[config.mk]
export PLATFORM = sky130hd
export DESIGN_NAME = bin_bcp_ctrl_flat
export DESIGN_NICKNAME = d
export VERILOG_FILES = /design/src/rtl/bin_bcp_ctrl_pkg.sv /design/src/rtl/bin_bcp_ctrl_if.sv /design/src/rtl/bin_bcp_ctrl_popcount_n.sv /design/src/rtl/bin_bcp_ctrl.sv /design/src/flat_wrapper.sv
export SDC_FILE = /design/constraint.sdc
export NUM_CORES = 1
export LEC_CHECK = 0
export ABC_CLOCK_PERIOD_IN_PS = 6100
export CORE_AREA = 2 2 63 65
export DETAILED_ROUTE_END_ITERATION = 16
export DIE_AREA = 0 0 65 67
export GPL_ROUTABILITY_DRIVEN = 1
export PLACE_DENSITY = 0.92
export SYNTH_ARGS = -nofsm -noshare
export SYNTH_HDL_FRONTEND = slang
export SYNTH_HIERARCHICAL = 1
export SYNTH_SLANG_ARGS = --single-unit
[constraint.sdc]
create_clock -name clk -period 6.1 [get_ports clk]
set_input_delay 0.915 -clock clk [delete_from_list [all_inputs] [get_ports clk]]
set_output_delay 0.915 -clock clk [all_outputs]
set_load 0.05 [all_outputs]
[src/rtl/bin_bcp_ctrl_pkg.sv]
// Shared definitions for the clause-bin BCP controller slice.
//   VAR_W   : width of one variable-value field (three bits per literal)
//   state_t : controller state encoding, S_IDLE .. S_DONE
package bin_bcp_ctrl_pkg;

  localparam int VAR_W = 3;

  typedef enum logic [2:0] {
    S_IDLE   = 3'd0,
    S_LOAD   = 3'd1,
    S_SETTLE = 3'd2,
    S_CHECK  = 3'd3,
    S_DONE   = 3'd4
  } state_t;

endpackage

[src/rtl/bin_bcp_ctrl_if.sv]
// Bus between the BCP controller, the bin memory fetcher (var-value stream)
// and the lit array (row writes, implication drive, conflict/sat feedback).
//   master : controller side
//   slave  : fetcher / lit-array side
interface bin_bcp_ctrl_if
  import bin_bcp_ctrl_pkg::*;
#(
  parameter int NUM_LITS    = 4,
  parameter int NUM_CLAUSES = 8
);

  logic [NUM_LITS*VAR_W-1:0] vv_data_i;     // var values for current clause row
  logic                      vv_valid_i;
  logic                      vv_ready_o;
  logic                      wr_o;          // one row written per strobe
  logic [NUM_CLAUSES-1:0]    row_sel_o;     // one-hot, qualifies wr_o
  logic [NUM_LITS*VAR_W-1:0] var_value_o;
  logic                      imp_drv_o;
  logic                      cclause_drv_o;
  logic                      cclause_i;     // OR of row conflict outputs
  logic [NUM_CLAUSES-1:0]    clausesat_i;   // per-row satisfied flags

  modport master (
    input  vv_data_i, vv_valid_i, cclause_i, clausesat_i,
    output vv_ready_o, wr_o, row_sel_o, var_value_o, imp_drv_o, cclause_drv_o
  );

  modport slave (
    output vv_data_i, vv_valid_i, cclause_i, clausesat_i,
    input  vv_ready_o, wr_o, row_sel_o, var_value_o, imp_drv_o, cclause_drv_o
  );

endinterface

[src/rtl/bin_bcp_ctrl_popcount_n.sv]
// Combinational population count.
//   bits  : N-bit input vector
//   count : number of set bits, W wide (W must hold N without wrapping)
module popcount_n #(
  parameter int N = 8,
  parameter int W = $clog2(N + 1)
) (
  input  logic [N-1:0] bits,
  output logic [W-1:0] count
);

  always_comb begin
    count = '0;
    for (int i = 0; i < N; i++) begin
      count = count + W'(bits[i]);
    end
  end

endmodule

[src/rtl/bin_bcp_ctrl.sv]
// Sequences one clause bin: loads NUM_CLAUSES rows of var values into the lit
// array, drives implication for a settle window, samples conflict/sat and
// reports the result.
//   clk, rst   : clock, synchronous active-low reset
//   start_i    : begin a load+BCP pass (only honoured in IDLE)
//   bus        : fetcher stream + lit-array controls (master side)
//   busy_o     : pass in progress
//   done_o     : one-cycle end-of-pass pulse
//   conflict_o : pass hit a conflict (held until next start)
//   sat_cnt_o  : satisfied-clause count sampled in CHECK (held until next start)
module bin_bcp_ctrl
  import bin_bcp_ctrl_pkg::*;
#(
  parameter int  NUM_LITS    = 4,
  parameter int  NUM_CLAUSES = 8,
  parameter int  SETTLE_CYC  = 4,
  localparam int CW          = $clog2(NUM_CLAUSES + 1)
) (
  input  logic           clk,
  input  logic           rst,
  input  logic           start_i,
  bin_bcp_ctrl_if.master bus,
  output logic           busy_o,
  output logic           done_o,
  output logic           conflict_o,
  output logic [CW-1:0]  sat_cnt_o
);

  localparam int SW = $clog2(SETTLE_CYC + 1);
  localparam int DW = NUM_LITS * VAR_W;
  localparam logic [NUM_CLAUSES-1:0] ROW_ONE = NUM_CLAUSES'(1);

  state_t                 state_q, state_d;
  logic [CW-1:0]          row_q;          // rows accepted so far this pass
  logic [SW-1:0]          settle_q;       // SETTLE cycles elapsed
  logic                   conflict_flag_q;
  logic                   wr_q;
  logic [NUM_CLAUSES-1:0] row_sel_q;
  logic [DW-1:0]          var_value_q;
  logic                   conflict_q;
  logic [CW-1:0]          sat_cnt_q;
  logic [CW-1:0]          sat_pop;
  logic                   load_full;
  logic                   hs;

  popcount_n #(.N(NUM_CLAUSES), .W(CW)) u_popcount (
    .bits  (bus.clausesat_i),
    .count (sat_pop)
  );

  // Once every row is accepted, LOAD lingers one cycle with ready low so the
  // last row's write lands before implication starts.
  assign load_full      = (row_q == CW'(NUM_CLAUSES));
  assign bus.vv_ready_o = (state_q == S_LOAD) && !load_full;
  assign hs             = bus.vv_valid_i && bus.vv_ready_o;

  assign bus.wr_o          = wr_q;
  assign bus.row_sel_o     = row_sel_q;
  assign bus.var_value_o   = var_value_q;
  assign bus.imp_drv_o     = (state_q == S_SETTLE);
  assign bus.cclause_drv_o = (state_q == S_CHECK) && conflict_flag_q;

  assign busy_o     = (state_q != S_IDLE);
  assign done_o     = (state_q == S_DONE);
  assign conflict_o = conflict_q;
  assign sat_cnt_o  = sat_cnt_q;

  // NOTE: every path must assign state_d; the default first keeps this purely
  // combinational instead of inferring a latch on unlisted paths.
  always_comb begin
    state_d = state_q;
    unique case (state_q)
      S_IDLE:   if (start_i) state_d = S_LOAD;
      S_LOAD:   if (load_full) state_d = S_SETTLE;
      S_SETTLE: if (bus.cclause_i || settle_q == SW'(SETTLE_CYC - 1)) state_d = S_CHECK;
      S_CHECK:  state_d = S_DONE;
      S_DONE:   state_d = S_IDLE;
      default:  state_d = S_IDLE;
    endcase
  end

  // NOTE: reset is synchronous, so rst is tested inside the clocked block and
  // kept out of the sensitivity list; all state uses non-blocking assignment
  // so every register sees pre-edge values regardless of statement order.
  always_ff @(posedge clk) begin
    if (!rst) begin
      state_q         <= S_IDLE;
      row_q           <= '0;
      settle_q        <= '0;
      conflict_flag_q <= 1'b0;
      wr_q            <= 1'b0;
      row_sel_q       <= '0;
      var_value_q     <= '0;
      conflict_q      <= 1'b0;
      sat_cnt_q       <= '0;
    end else begin
      state_q   <= state_d;
      wr_q      <= hs;
      row_sel_q <= hs ? (ROW_ONE << row_q) : '0;
      if (hs) begin
        var_value_q <= bus.vv_data_i;
        row_q       <= row_q + CW'(1);
      end

      unique case (state_q)
        S_IDLE: begin
          if (start_i) begin
            row_q           <= '0;
            settle_q        <= '0;
            conflict_flag_q <= 1'b0;
            conflict_q      <= 1'b0;
            sat_cnt_q       <= '0;
          end
        end
        S_SETTLE: begin
          settle_q <= settle_q + SW'(1);
          if (bus.cclause_i) conflict_flag_q <= 1'b1;
        end
        S_CHECK: begin
          // Result registers become visible in DONE and hold until next start.
          sat_cnt_q  <= sat_pop;
          conflict_q <= conflict_flag_q;
        end
        default: ;
      endcase
    end
  end

endmodule
[src/flat_wrapper.sv]
// flat-port wrapper written by rule: the top's interface ports become plain ports
module bin_bcp_ctrl_flat import bin_bcp_ctrl_pkg::*;
#(
  parameter int  NUM_LITS    = 4,
  parameter int  NUM_CLAUSES = 8,
  parameter int  SETTLE_CYC  = 4,
  localparam int CW          = $clog2(NUM_CLAUSES + 1)
)
  (clk, rst, start_i, busy_o, done_o, conflict_o, sat_cnt_o, bus_vv_data_i, bus_vv_valid_i, bus_cclause_i, bus_clausesat_i, bus_vv_ready_o, bus_wr_o, bus_row_sel_o, bus_var_value_o, bus_imp_drv_o, bus_cclause_drv_o);
  bin_bcp_ctrl_if #(.NUM_LITS(NUM_LITS), .NUM_CLAUSES(NUM_CLAUSES)) bus_i ();
  input  logic clk;
  input  logic rst;
  input  logic start_i;
  output logic busy_o;
  output logic done_o;
  output logic conflict_o;
  output logic [CW-1:0] sat_cnt_o;
  input wire logic [$bits(bus_i.vv_data_i)-1:0] bus_vv_data_i;
  input wire logic [$bits(bus_i.vv_valid_i)-1:0] bus_vv_valid_i;
  input wire logic [$bits(bus_i.cclause_i)-1:0] bus_cclause_i;
  input wire logic [$bits(bus_i.clausesat_i)-1:0] bus_clausesat_i;
  output wire logic [$bits(bus_i.vv_ready_o)-1:0] bus_vv_ready_o;
  output wire logic [$bits(bus_i.wr_o)-1:0] bus_wr_o;
  output wire logic [$bits(bus_i.row_sel_o)-1:0] bus_row_sel_o;
  output wire logic [$bits(bus_i.var_value_o)-1:0] bus_var_value_o;
  output wire logic [$bits(bus_i.imp_drv_o)-1:0] bus_imp_drv_o;
  output wire logic [$bits(bus_i.cclause_drv_o)-1:0] bus_cclause_drv_o;
  assign bus_i.vv_data_i = bus_vv_data_i;
  assign bus_i.vv_valid_i = bus_vv_valid_i;
  assign bus_i.cclause_i = bus_cclause_i;
  assign bus_i.clausesat_i = bus_clausesat_i;
  assign bus_vv_ready_o = bus_i.vv_ready_o;
  assign bus_wr_o = bus_i.wr_o;
  assign bus_row_sel_o = bus_i.row_sel_o;
  assign bus_var_value_o = bus_i.var_value_o;
  assign bus_imp_drv_o = bus_i.imp_drv_o;
  assign bus_cclause_drv_o = bus_i.cclause_drv_o;
  bin_bcp_ctrl #(.NUM_LITS(NUM_LITS), .NUM_CLAUSES(NUM_CLAUSES), .SETTLE_CYC(SETTLE_CYC)) u_core (.clk(clk), .rst(rst), .start_i(start_i), .bus(bus_i), .busy_o(busy_o), .done_o(done_o), .conflict_o(conflict_o), .sat_cnt_o(sat_cnt_o));
endmodule
==> results.cfg, run 1 <==
[power]
irDropWorstVdd_mv = 0.152
p_per_area_mw_per_mm2 = 218
leakagePower_nw = 0.914
finalPower_mw = 0.521

[grt]
grt_pass1_wl_um = 6040
grt_pass1_vias = 1407
grt_remaining_overflow = 0
antenna_found_initial = 0
grt_max_degree = 26
grt_usage_pct = 18.1

[cts]
cts_hold_buf = 0
numCtsBuffers = 5
cts.clk_slew.worst_paths_ps = 70
cts_resized = 0
cts_root_buf = clkbuf_8
cts.sinks = 37
postCtsSetupBuffers = 0
h-tree-depth = 2
cts_buffer_depth = 2
cts_tree = built
insertion_delay_ps = 290

[route]
remaining_drc_errors = 0
wl_per_cell_um = 12.0
wl_met2_um = 1680
first_iter_violations = 76
drt-met1-wl_um = 1510
vias = 1462
ant_nets = 0
firstDrtPassIters = 4
wirelength_um = 3480
viasPerCell = 5.06
highest_layer = met4
routed-wl-met3_um = 245

[logic_synthesis]
synth_area_sq_mm = 0.00173
syn_area_per_cell_sq_um = 9.24
yosysTopAreaCell = dfxtp_1
ys_ff_latch = 37
synth_commonest_cells = dfxtp_1 (37), nand2_1 (27), inv_1 (18)
ys_async_sr_fraction_pct = 0
yosysMostFrequentCell = dfxtp_1
synthDistinctLibCells = 36
synth_flop_cell = dfxtp_1
ys_seq_area_share_pct = 42.9
synth_edf_count = 0
syn_nets = 225
synthCells = 187
post-synth-top-area-fraction_pct = 42.9
yosysWarnings = 6
synth_area_leaders = dfxtp_1 (43%), mux2i_1 (7.0%), ha_1 (6.5%)

[setup_path]
cp.required_ps = 6290
crit_fanout = 2
max_stage_delay_ps = 540
path_class = in -> reg
start_kind = primary input
cp-end-kind = flip-flop
worst_path_max_delay_cell = fa_1
critPathTopFamily = adder cells
cp-startpoint = bus_clausesat_i[0]
crit_chain = clkdlybuf4s50_1 -> inv_1 -> fa_1 -> fa_1 -> fa_1 -> inv_1 -> ha_1 -> inv_1 -> fa_1 -> xnor2_1 -> a32o_1
cp_num_buf_inv = 4
crit_arrival_ps = 3860
crit_top_cell = fa_1
rr_startpoint = u_core/row_q[0]$_SDFF_PN0_

[final_layout]
drive_gt1_share_pct = 4.98
nFillCells = 288
final_cells = 289
multi_input_area_sq_um = 875
stdcell_area_sq_mm = 0.00239
antenna_cells = 0
regArea_sq_um = 741
synthToLayoutAreaGrowth_pct = 38.2
nNetsFinal = 279
final_util_pct = 66.2

[sta]
slew_viol_final = 0
fin_crit_sh_pct = 60.2
worstMarginPinSlew_ps = 781
setup_tns_ps = 0
rsz0062_at_grt = false
final_hold_viol_count = 0
max_freq_mhz = 272
relSlewSlack_pct = 47.9
fin_crit_ps = 3670
skew_ps = 6.18
setup_viol = 0

[placement]
dpl_cell_area_sq_mm = 0.00230
place_inst = 282
gp_congestion = 0.707
place_hpwl_um = 2590
port_buffers = 55

[floorplan]
core_sq_mm = 0.00361
chipWidth_um = 65
rows = 22
fp.dieH_um = 67
initial_core_util_pct = 47.9
io_pins = 56
die_area_sq_mm = 0.00436

[min_path]
hold_path_class = reg -> reg
holdCritStartpoint = u_core/bus.var_value_o[7]$_SDFFE_PN0P_

[status]
status = finished, final reports clean

[run]
drv_cap = 0
-- metrics by stage --
| step | hold WS [ps] | setup slack [ps] |
|---|---|---|
| 2_1_floorplan | 457 | 2710 |
| 3_3_place_gp | 441 | 2200 |
| 3_5_place_dp | 451 | 2110 |
| 4_1_cts | 463 | 2410 |
| 5_1_grt | 479 | 2320 |
| 6_report | 459 | 2430 |
-- cell usage in the layout, fill, tap and decap left out, types with 2 or more instances in the layout --
cell type	count
nand2b_1	3
or3_1	2
nand3b_1	4
clkbuf_8	6
clkdlybuf4s50_1	55
nand2_1	27
a21oi_1	7
fa_1	4
a21boi_0	3
nor3b_1	2
nor2_1	13
inv_1	18
dfxtp_1	37
o21ai_0	7
nand3_1	8
mux2i_1	12
a32o_1	5
ha_1	9
-- final timing paths --
path / end / slack [ps] / cells past startpoint
max reg2reg: u_core/bus.var_value_o[0]$_SDFFE_PN0P_ / 4130 / 5
max: u_core/sat_cnt_o[2]$_SDFFE_PN0P_ / 2430 / 11
min reg2reg: u_core/bus.var_value_o[7]$_SDFFE_PN0P_ / 460 / 2
min: u_core/bus.var_value_o[7]$_SDFFE_PN0P_ / 460 / 2
-- routing by layer --
layer | GRT usage [%] | vias up
met3 | 6.59 | 5
met2 | 32.3 | 45
met4 | 5.59 | 0
li1 | - | 734
met5 | 0 | -
met1 | 20.1 | 678
-- sequential cells by signal, summed over array words and instances, names as in the netlist --
signal                  cells
u_core/row_q                4
u_core/settle_q             3
u_core/bus.wr_o             1
u_core/state_q              3
u_core/conflict_o           1
u_core/bus.var_value_o     12
u_core/bus.row_sel_o        8
u_core/sat_cnt_o            4
u_core/conflict_flag_q      1
-- power by group --
part / switching [mW] / internal [mW]
clock network: 0.0809 / 0.0895
registers: 0.00371 / 0.247
logic: 0.0551 / 0.0453
total: 0.140 / 0.381
-- kinds of logic (layout without fill, tap and decap cells) --
group	after synthesis	in the layout	synth area share, %
xor+xnor	1	1	0.507
simple gates	71	71	21.6
buf+inv	27	81	6.52
flops	37	37	42.9
mux	12	12	6.95
compound gates	26	26	10.4
fa+ha+maj	13	13	11.2
-- final cells by class --
class | count | share of cell area, %
sequential | 37 | 31.0
timing repair buffer | 56 | 23.4
multi-input combinational | 123 | 36.6
clock buffer | 7 | 3.62
inverter | 18 | 2.83
tap | 48 | 2.52
-- worst reg2reg max path, stage by stage, from the launching register on --
cell     delay (ps)
dfxtp_1         400
inv_1           110
ha_1            230
and3b_1         260
nor2_2          640
mux2i_1         260
Note: power is estimated with default switching activity, not from simulation.
==> run 2, diff against run 1 <==
Settings changed: ABC_CLOCK_PERIOD_IN_PS 6100 to 3700, CORE_AREA 2 2 63 65 to 2 2 65 67, DIE_AREA 0 0 65 67 to 0 0 67 69, PLACE_DENSITY 0.92 to 0.87.
Clock period 6.1 ns to 3.7 ns, I/O delays scaled along.
==> run 2 against run 1 <==
  * Largest cell class unchanged
  * Critical path type unchanged
  * Global-route usage is 2.4 points lower
  * Critical endpoint unchanged
  * Critical path depth stayed put
  * Final area is 0.16% lower
  * Register-to-register slack worse by 2400 ps
  * Sequential cell count stayed put
  * Highest routed layer unchanged
==> results.cfg, run 2 (same netlist as run 1, synthesis figures left out) <==
[status]
status = finished, final reports clean

[sta]
fin_crit_sh_pct = 89.4
setup_viol = 0
setup_tns_ps = 0
final_hold_viol_count = 0
slew_viol_final = 0
fin_crit_ps = 3310
whs_ps = 457
relSlewSlack_pct = 48.7
skew_ps = 3.93
rsz0062_at_grt = false
max_freq_mhz = 302
worstMarginPinSlew_ps = 769

[setup_path]
crit_fanout = 2
cp.required_ps = 3870
crit_arrival_ps = 3480
start_kind = primary input
path_class = in -> reg
reg2reg_slack_ps = 1700
cp-end-kind = flip-flop

[final_layout]
antenna_cells = 0
nFillCells = 357
nNetsFinal = 279
layout_common_cells = clkdlybuf4s50_1 (55), dfxtp_1 (37), nand2_1 (27)
synthToLayoutAreaGrowth_pct = 37.9
largest_reg_flops = 12
layout_commonest_cell = clkdlybuf4s50_1
drive_gt1_share_pct = 4.55

[route]
wl_per_cell_um = 11.4
firstDrtPassIters = 4
wirelength_um = 3340
ant_nets = 0
vias = 1426
viasPerCell = 4.88
remaining_drc_errors = 0
first_iter_violations = 59

[floorplan]
initial_core_util_pct = 44.1
die_area_sq_mm = 0.00462
fp.dieH_um = 69
io_pins = 56
rows = 23
chipWidth_um = 67
core_sq_mm = 0.00391

[grt]
antenna_found_initial = 0
grt_pass1_wl_um = 5630
grt_pass1_vias = 1333
grt_remaining_overflow = 0
grt_usage_pct = 15.7
grt_max_degree = 25

[cts]
postCtsSetupBuffers = 0
insertion_delay_ps = 280
cts.sinks = 37
cts_hold_buf = 0
cts_tree = built
cts_root_buf = clkbuf_8
h-tree-depth = 2
cts_buffer_depth = 2
cts_resized = 0
cts.clk_slew.worst_paths_ps = 70
numCtsBuffers = 5

[power]
leakagePower_nw = 0.909
power.share.clock_pct = 31.2
internal-power_mw = 0.615
pwr-share-seq_pct = 49.3
p_sw_mw = 0.223
p_per_area_mw_per_mm2 = 352
finalPower_mw = 0.838
p_sw_share_pct = 26.6
irDropWorstVdd_mv = 0.236
combPwrFrac_pct = 19.5

[placement]
port_buffers = 55
gp_congestion = 0.776
place_hpwl_um = 2550

[run]
drv_cap = 0

[min_path]
hold_path_class = reg -> reg
==> run 2: cell types whose count changed in the layout (fill, tap and decap cells not counted), sizes merged <==
cell | before | now
clkbuf | 7 | 8
==> run 2: path summary, 6_finish.rpt <==
path                                     startpoint                                       to  depth (start not counted)
max                              bus_clausesat_i[0]         u_core/sat_cnt_o[2]$_SDFFE_PN0P_                         11
min          u_core/bus.var_value_o[1]$_SDFFE_PN0P_   u_core/bus.var_value_o[1]$_SDFFE_PN0P_                          2
max reg2reg              u_core/row_q[0]$_SDFF_PN0_  u_core/bus.var_value_o[10]$_SDFFE_PN0P_                          5
min reg2reg  u_core/bus.var_value_o[1]$_SDFFE_PN0P_   u_core/bus.var_value_o[1]$_SDFFE_PN0P_                          2
==> run 2: critical path, cell delays in order <==
cell             delay (ps)
clkdlybuf4s50_1         460
inv_1                    50
fa_1                    550
fa_1                    420
fa_1                    430
inv_1                    70
ha_1                    170
inv_1                    60
fa_1                    380
xnor2_1                 140
a32o_1                  210
==> run 2: layout make-up <==
class | count | area (sq um) | area share (%)
clock buffer | 8 | 80.1 | 3.36
inverter | 18 | 67.6 | 2.83
multi-input combinational | 123 | 875 | 36.7
sequential | 37 | 741 | 31.1
tap | 50 | 62.6 | 2.62
timing repair buffer | 56 | 558 | 23.4
==> run 2: power groups by stage <==
stage          combinational [mW]  sequential, mW  clock [mW]
5_1_grt                     0.183           0.414       0.294
6_report                    0.163           0.413       0.262
3_5_place_dp                0.165           0.422           0
2_1_floorplan              0.0841           0.443           0
4_1_cts                     0.166           0.413       0.275
3_3_place_gp                0.160           0.422           0
==> run 2: through the flow <==
stage	utilization, %	setup WS [ps]	cells	instance area, sq um
2_1_floorplan	-	671	187	1730
3_3_place_gp	58.9	156	284	2300
3_5_place_dp	58.9	106	284	2300
4_1_cts	60.9	394	292	2380
5_1_grt	60.9	278	292	2380
6_report	60.9	392	292	2380
==> run 2: routing by layer <==
metal / up-vias / wire length [um] / global-route usage (%)
li1: 733 / - / -
met1: 643 / 1410 / 17.1
met2: 46 / 1650 / 26.7
met3: 4 / 247 / 7.18
met4: 0 / 37 / 4.76
met5: - / 0 / 0
==> run 3, diff against run 2 <==
Settings changed: CTS_CLUSTER_SIZE from default to 8.
==> results of run 3 <==
Final layout, timing and power as in run 2 (identical DEF).
